--- src/rtl/sram_arb_pkg.sv ---
// sram_arb_pkg: shared types and sizing helpers for the SRAM round-robin arbiter.
//   - DEF_* : default sizes of the arbiter parameters
//   - ID_W / id_width(): requester-index width, never below one bit
//   - sram_cmd_t : one SRAM command {wr, addr, wdata} at default widths
//   - rd_tag_t   : read-tracker entry {vld, id}; id is wide enough for 8 requesters
package sram_arb_pkg;

  localparam int DEF_NUM_REQ = 4;
  localparam int DEF_ADDR_W  = 32;
  localparam int DEF_DATA_W  = 8;
  localparam int MAX_NUM_REQ = 8;

  function automatic int id_width(input int n);
    return (n > 1) ? $clog2(n) : 1;
  endfunction

  localparam int ID_W     = (DEF_NUM_REQ > 1) ? $clog2(DEF_NUM_REQ) : 1;
  localparam int TAG_ID_W = (MAX_NUM_REQ > 1) ? $clog2(MAX_NUM_REQ) : 1;

  typedef struct packed {
    logic                  wr;
    logic [DEF_ADDR_W-1:0] addr;
    logic [DEF_DATA_W-1:0] wdata;
  } sram_cmd_t;

  // Sized for the largest supported requester count so one tag type serves
  // every NUM_REQ in 2..8.
  typedef struct packed {
    logic                vld;
    logic [TAG_ID_W-1:0] id;
  } rd_tag_t;

endpackage

--- src/rtl/rr_arbiter.sv ---
// rr_arbiter: combinational round-robin grant with a registered rotating pointer.
//   clk, rst  : clock, asynchronous active-high reset (pointer -> 0)
//   valid     : per-requester request
//   grant     : one-hot grant to the first valid requester at or after ptr
//   grant_vld : any grant this cycle
//   grant_id  : binary index of the granted requester
// After a grant to i the pointer moves to (i+1) mod NUM_REQ; it holds when idle.
module rr_arbiter
  import sram_arb_pkg::*;
#(
  parameter int NUM_REQ = DEF_NUM_REQ,
  localparam int IDW    = id_width(NUM_REQ)
) (
  input  logic               clk,
  input  logic               rst,
  input  logic [NUM_REQ-1:0] valid,
  output logic [NUM_REQ-1:0] grant,
  output logic               grant_vld,
  output logic [IDW-1:0]     grant_id
);

  logic [IDW-1:0] ptr;
  logic [IDW-1:0] idx;

  // NOTE: every output of a combinational block gets a default before any
  // conditional assignment, otherwise synthesis infers latches.
  always_comb begin
    grant     = '0;
    grant_vld = 1'b0;
    grant_id  = '0;
    idx       = '0;
    for (int off = 0; off < NUM_REQ; off++) begin
      idx = IDW'((int'(ptr) + off) % NUM_REQ);
      if (!grant_vld && valid[idx]) begin
        grant_vld  = 1'b1;
        grant[idx] = 1'b1;
        grant_id   = idx;
      end
    end
  end

  // NOTE: state registers use non-blocking assignments so every flop samples
  // values from before the edge, independent of statement order.
  always_ff @(posedge clk or posedge rst) begin
    if (rst) begin
      ptr <= '0;
    end else if (grant_vld) begin
      ptr <= (grant_id == IDW'(NUM_REQ - 1)) ? '0 : grant_id + IDW'(1);
    end
  end

endmodule

--- src/rtl/sram_arbiter.sv ---
// sram_arbiter: shares one single-port SRAM between NUM_REQ requesters.
//   clk, rst              : clock, asynchronous active-high reset
//   req_valid/wr/addr/wdata: per-requester command (packed slices, requester i at slice i)
//   req_ready             : one-hot accept, high only in the transfer cycle
//   rsp_valid, rsp_rdata  : one-hot read return and shared read data
//   sram_en/wr/addr/wdata : registered SRAM command, one command per cycle
//   sram_rdata            : SRAM read data, valid RD_LAT cycles after the command
// A grant in cycle T shows on the SRAM port in T+1; read data returns to the
// issuing requester in T+1+RD_LAT, in issue order.
module sram_arbiter
  import sram_arb_pkg::*;
#(
  parameter int NUM_REQ = DEF_NUM_REQ,
  parameter int ADDR_W  = DEF_ADDR_W,
  parameter int DATA_W  = DEF_DATA_W,
  parameter int RD_LAT  = 1
) (
  input  logic                      clk,
  input  logic                      rst,
  input  logic [NUM_REQ-1:0]        req_valid,
  input  logic [NUM_REQ-1:0]        req_wr,
  input  logic [NUM_REQ*ADDR_W-1:0] req_addr,
  input  logic [NUM_REQ*DATA_W-1:0] req_wdata,
  output logic [NUM_REQ-1:0]        req_ready,
  output logic [NUM_REQ-1:0]        rsp_valid,
  output logic [DATA_W-1:0]         rsp_rdata,
  output logic                      sram_en,
  output logic                      sram_wr,
  output logic [ADDR_W-1:0]         sram_addr,
  output logic [DATA_W-1:0]         sram_wdata,
  input  logic [DATA_W-1:0]         sram_rdata
);

  localparam int IDW = id_width(NUM_REQ);

  logic [NUM_REQ-1:0] grant;
  logic               grant_vld;
  logic [IDW-1:0]     gid;

  // Id and read flag of the command currently on the SRAM port.
  logic               cmd_rd;
  logic [IDW-1:0]     cmd_id;

  rd_tag_t            tags [RD_LAT];
  rd_tag_t            tap;

  rr_arbiter #(.NUM_REQ(NUM_REQ)) u_rr (
    .clk       (clk),
    .rst       (rst),
    .valid     (req_valid),
    .grant     (grant),
    .grant_vld (grant_vld),
    .grant_id  (gid)
  );

  // Grant is purely combinational from valid and ptr; masked so no accept is
  // signalled while reset is held.
  assign req_ready = rst ? '0 : grant;

  always_ff @(posedge clk or posedge rst) begin
    if (rst) begin
      sram_en    <= 1'b0;
      sram_wr    <= 1'b0;
      sram_addr  <= '0;
      sram_wdata <= '0;
      cmd_rd     <= 1'b0;
      cmd_id     <= '0;
    end else begin
      sram_en <= grant_vld;
      sram_wr <= grant_vld & req_wr[gid];
      cmd_rd  <= grant_vld & ~req_wr[gid];
      cmd_id  <= gid;
      if (grant_vld) begin
        sram_addr  <= req_addr[gid*ADDR_W +: ADDR_W];
        sram_wdata <= req_wdata[gid*DATA_W +: DATA_W];
      end
    end
  end

  // The tracker is fed from the command stage, so its last entry lines up with
  // sram_rdata RD_LAT cycles after the command cycle.
  // NOTE: this small shift register is reset because stale valid bits would
  // produce phantom responses; plain data storage would not need a reset.
  always_ff @(posedge clk or posedge rst) begin
    if (rst) begin
      for (int k = 0; k < RD_LAT; k++) tags[k] <= '0;
    end else begin
      tags[0] <= '{vld: cmd_rd, id: TAG_ID_W'(cmd_id)};
      for (int k = 1; k < RD_LAT; k++) tags[k] <= tags[k-1];
    end
  end

  assign tap       = tags[RD_LAT-1];
  assign rsp_rdata = sram_rdata;

  always_comb begin
    rsp_valid = '0;
    for (int i = 0; i < NUM_REQ; i++) begin
      rsp_valid[i] = !rst && tap.vld && (tap.id == TAG_ID_W'(i));
    end
  end

endmodule

--- config.mk ---
export PLATFORM = sky130hd
export DESIGN_NAME = sram_arbiter
export DESIGN_NICKNAME = d
export VERILOG_FILES = /design/src/rtl/sram_arb_pkg.sv /design/src/rtl/rr_arbiter.sv /design/src/rtl/sram_arbiter.sv
export SDC_FILE = /design/constraint.sdc
export NUM_CORES = 1
export LEC_CHECK = 0
export ABC_AREA = 1
export ABC_CLOCK_PERIOD_IN_PS = 4100
export CORE_ASPECT_RATIO = 0.8
export CORE_MARGIN = 2
export CORE_UTILIZATION = 41
export DETAILED_ROUTE_END_ITERATION = 16
export PLACE_DENSITY = 0.83
export SLEW_MARGIN = 0
export SYNTH_ARGS = -nofsm -noshare
export SYNTH_HDL_FRONTEND = slang
export SYNTH_SLANG_ARGS = --single-unit
--- constraint.sdc ---
create_clock -name clk -period 4.1 [get_ports clk]
set_input_delay 1.025 -clock clk [delete_from_list [all_inputs] [get_ports clk]]
set_output_delay 1.025 -clock clk [all_outputs]
set_load 0.02 [all_outputs]
==> reports/qor.yml, run 1 <==
fin_setup_tns_ns: 0
cp-startpoint: "req_valid[3]"
ir_drop_mv: 0.7253
drt_iter0_drc: 170
place_congestion: 0.9208
stdcell_count: 1109
cts.clk_slew.worst_paths_ns: 0.07
nNetsFinal: 1150
hold_buffers: 0
fp.dieH_um: 97.45
die_x_um: 120.8
post-dp-hpwl_mm: 10.45
drv_slew: 0
syn_area_per_cell_um2: 5.782
synth.cells.most_frequent: "nand2_1, inv_1, nand3_1"
yosysWarnings: 0
min_period_ns: 3.726
overflow: 0
worstPathRequired_ns: 3.07
viasPerCell: 4.719
synth_area_leader_cell: "dfrtp_1"
drive_gt1_frac: 0.04249
start_util: 0.4158
grt_pass1_wl_mm: 23.07
dp.cells: 1101
r2r_end: "sram_wr"
core_area_mm2: 0.01076
startpoint_type: "input port"
r2r_setup_slack_ns: 0.97
path_class: "input port to output pin"
synth_edf_count: 0
synth.most_common_cell: "nand2_1"
cts-root-buf: "clkbuf_16"
hold_violations: 0
post_cts_buffers: 0
area_delta_synth_final_pct: 53.06
fin_util: 0.6365
fillers: 1012
clk_latency_ns: 0.28
portBuffers: 219
period_share: 0.9089
grt_pass1_vias: 4925
rows: 34
relSlewSlack: 0.6320
reg2regPathDepth: 15
cp_data_arrival_time_ns: 2.70
drtPass1Iterations: 4
grt_max_degree: 51
synth.distinct_cells: 25
async_flop_share: 1.000
synth_top_area_share: 0.2796
maxCapViolCount: 0
crit_end: "req_ready[0]"
finalSetupViolations: 0
timing.fmax_mhz: 268.4
tightest_slew_ns: 0.5520
cts_sinks: 50
wl_mm: 14.01
status: "completed"
antenna_found_initial: 0
synth_area_leaders: "dfrtp_1, nand2_1, nand3_1"
htreeDepth: 2
synth_area_mm2: 0.004476
dieArea_mm2: 0.01177
drc: 0
rsz0062_at_grt: "false"
n_antenna_cell: 0
avgRoutedWirePerCell_um: 12.63
vias: 5233
synth_ff_type: "dfrtp_1"
grt_usage: 0.2386
ios: 236
cp_max_fo: 5
p_per_area_mw_per_mm2: 938.1
power_leakage_nw: 3.878
crit_path_end_kind: "output pin"
postCtsResizedCells: 0
min_path_cells: 0
hp-class: "flip-flop to flip-flop"
skew_ns: 0.006928
ys_seq_elements: 50
ys_seq_area_frac: 0.2796
rr_startpoint: "u_rr.ptr[0]"
hold_ws_ns: 0.3561
cts_buffers: 5
cts_tree: "built"
synthCells: 774
ant_nets: 0
synth.net_count: 960
ctsLongestPathBuffers: 2
==> per-stage QoR <==
step	setup WS [ns]	total power, W	area, um2
floorplan	0.1574	0.004646	4476
global route	0.1930	0.007165	6850
detailed placement	0.006424	0.006053	6685
CTS	0.007125	0.006487	6840
finish	0.3735	0.006426	6850
global placement	0.08589	0.005959	6685
==> cell families (layout without fill, tap and decap cells) <==
logic type               Yosys count  after routing  synth area share
AND/OR/NAND/NOR                  466            466            0.4554
buffers and inverters            234            425            0.2225
AO/OA/AOI/OAI                     16             16           0.02013
flip-flops                        50             50            0.2796
adder cells (fa/ha/maj)            8              8           0.02237
==> cell type report <==
cell class / count / area [um2] / share of cell area
Multi-Input combinational cell: 490 / 2236 / 0.3264
Clock buffer: 6 / 138.9 / 0.02027
Tap cell: 144 / 180.2 / 0.02630
Sequential cell: 50 / 1251 / 0.1826
Timing Repair Buffer: 233 / 2332 / 0.3405
Clock inverter: 2 / 16.27 / 0.002374
Inverter: 184 / 695.7 / 0.1016
==> metal layers <==
layer  part of all wire  vias up  global-route usage
li1                   -     2681                   -
met4              0.018        0             0.06440
met3              0.098       26             0.06103
met2               0.46      227              0.4011
met5                  0        -                   0
met1               0.42     2299              0.3036
==> critical path, cell delays in order <==
cell,delay [ns]
clkdlybuf4s50_1,0.51
inv_1,0.05
nand2_1,0.05
nand3_1,0.13
nand2_4,0.14
nor2_2,0.07
a22oi_1,0.13
o21ai_0,0.11
o21ai_0,0.21
inv_1,0.06
dlymetal6s2s_1,0.20
==> sequential cells by signal (all words and copies together), names as in the netlist <==
signal	count
u_rr.ptr	2
tags	3
cmd_id	2
cmd_rd	1
sram_wdata	8
sram_wr	1
sram_en	1
sram_addr	32
==> layout by cell type (no fill, tap or decap) <==
master / netlist / final
a21boi_0: 1 / 1
a21oi_1: 7 / 7
a22oi_1: 2 / 2
buf_12: 0 / 2
buf_4: 9 / 12
clkbuf_16: 0 / 5
clkbuf_8: 0 / 1
clkdlybuf4s50_1: 0 / 215
clkinv_1: 1 / 1
clkinvlp_4: 0 / 1
dfrtp_1: 50 / 50
dlymetal6s2s_1: 0 / 4
ha_1: 8 / 8
inv_1: 181 / 180
inv_2: 1 / 2
inv_6: 1 / 2
nand2_1: 270 / 269
nand2_2: 7 / 8
nand2_4: 2 / 2
nand3_1: 173 / 173
nand4_4: 1 / 1
nor2_1: 4 / 4
nor2_2: 4 / 3
nor2_4: 1 / 2
nor3_1: 4 / 4
o21ai_0: 4 / 4
o22ai_1: 2 / 2
==> report_power, final <==
part / switching [W] / internal [W] / total, W
Clock: 0.000176 / 0.000245 / 0.000421
Combinational: 0.00318 / 0.00183 / 0.00502
Sequential: 0.000173 / 0.000817 / 0.000990
Total: 0.00353 / 0.00289 / 0.00643
==> worst min path at each step <==
stage	start	to	slack, ns
global route	cmd_id[1]	tags[1]	0.38
detailed placement	cmd_id[0]	tags[0]	0.34
finish	cmd_rd	tags[3]	0.36
CTS	cmd_rd	tags[3]	0.36
floorplan	cmd_id[0]	tags[0]	0.33
global placement	cmd_id[1]	tags[1]	0.33
Power figures use the tool's default switching activity.
==> run 2: changes to the inputs <==
--- a/config.mk
+++ b/config.mk
@@ -10,6 +10,7 @@
 export CORE_ASPECT_RATIO = 0.8
 export CORE_MARGIN = 2
 export CORE_UTILIZATION = 41
+export CTS_CLUSTER_SIZE = 10
 export DETAILED_ROUTE_END_ITERATION = 16
 export PLACE_DENSITY = 0.83
 export SLEW_MARGIN = 0
==> results of run 2 <==
Final layout, timing and power as in run 1 (identical DEF).
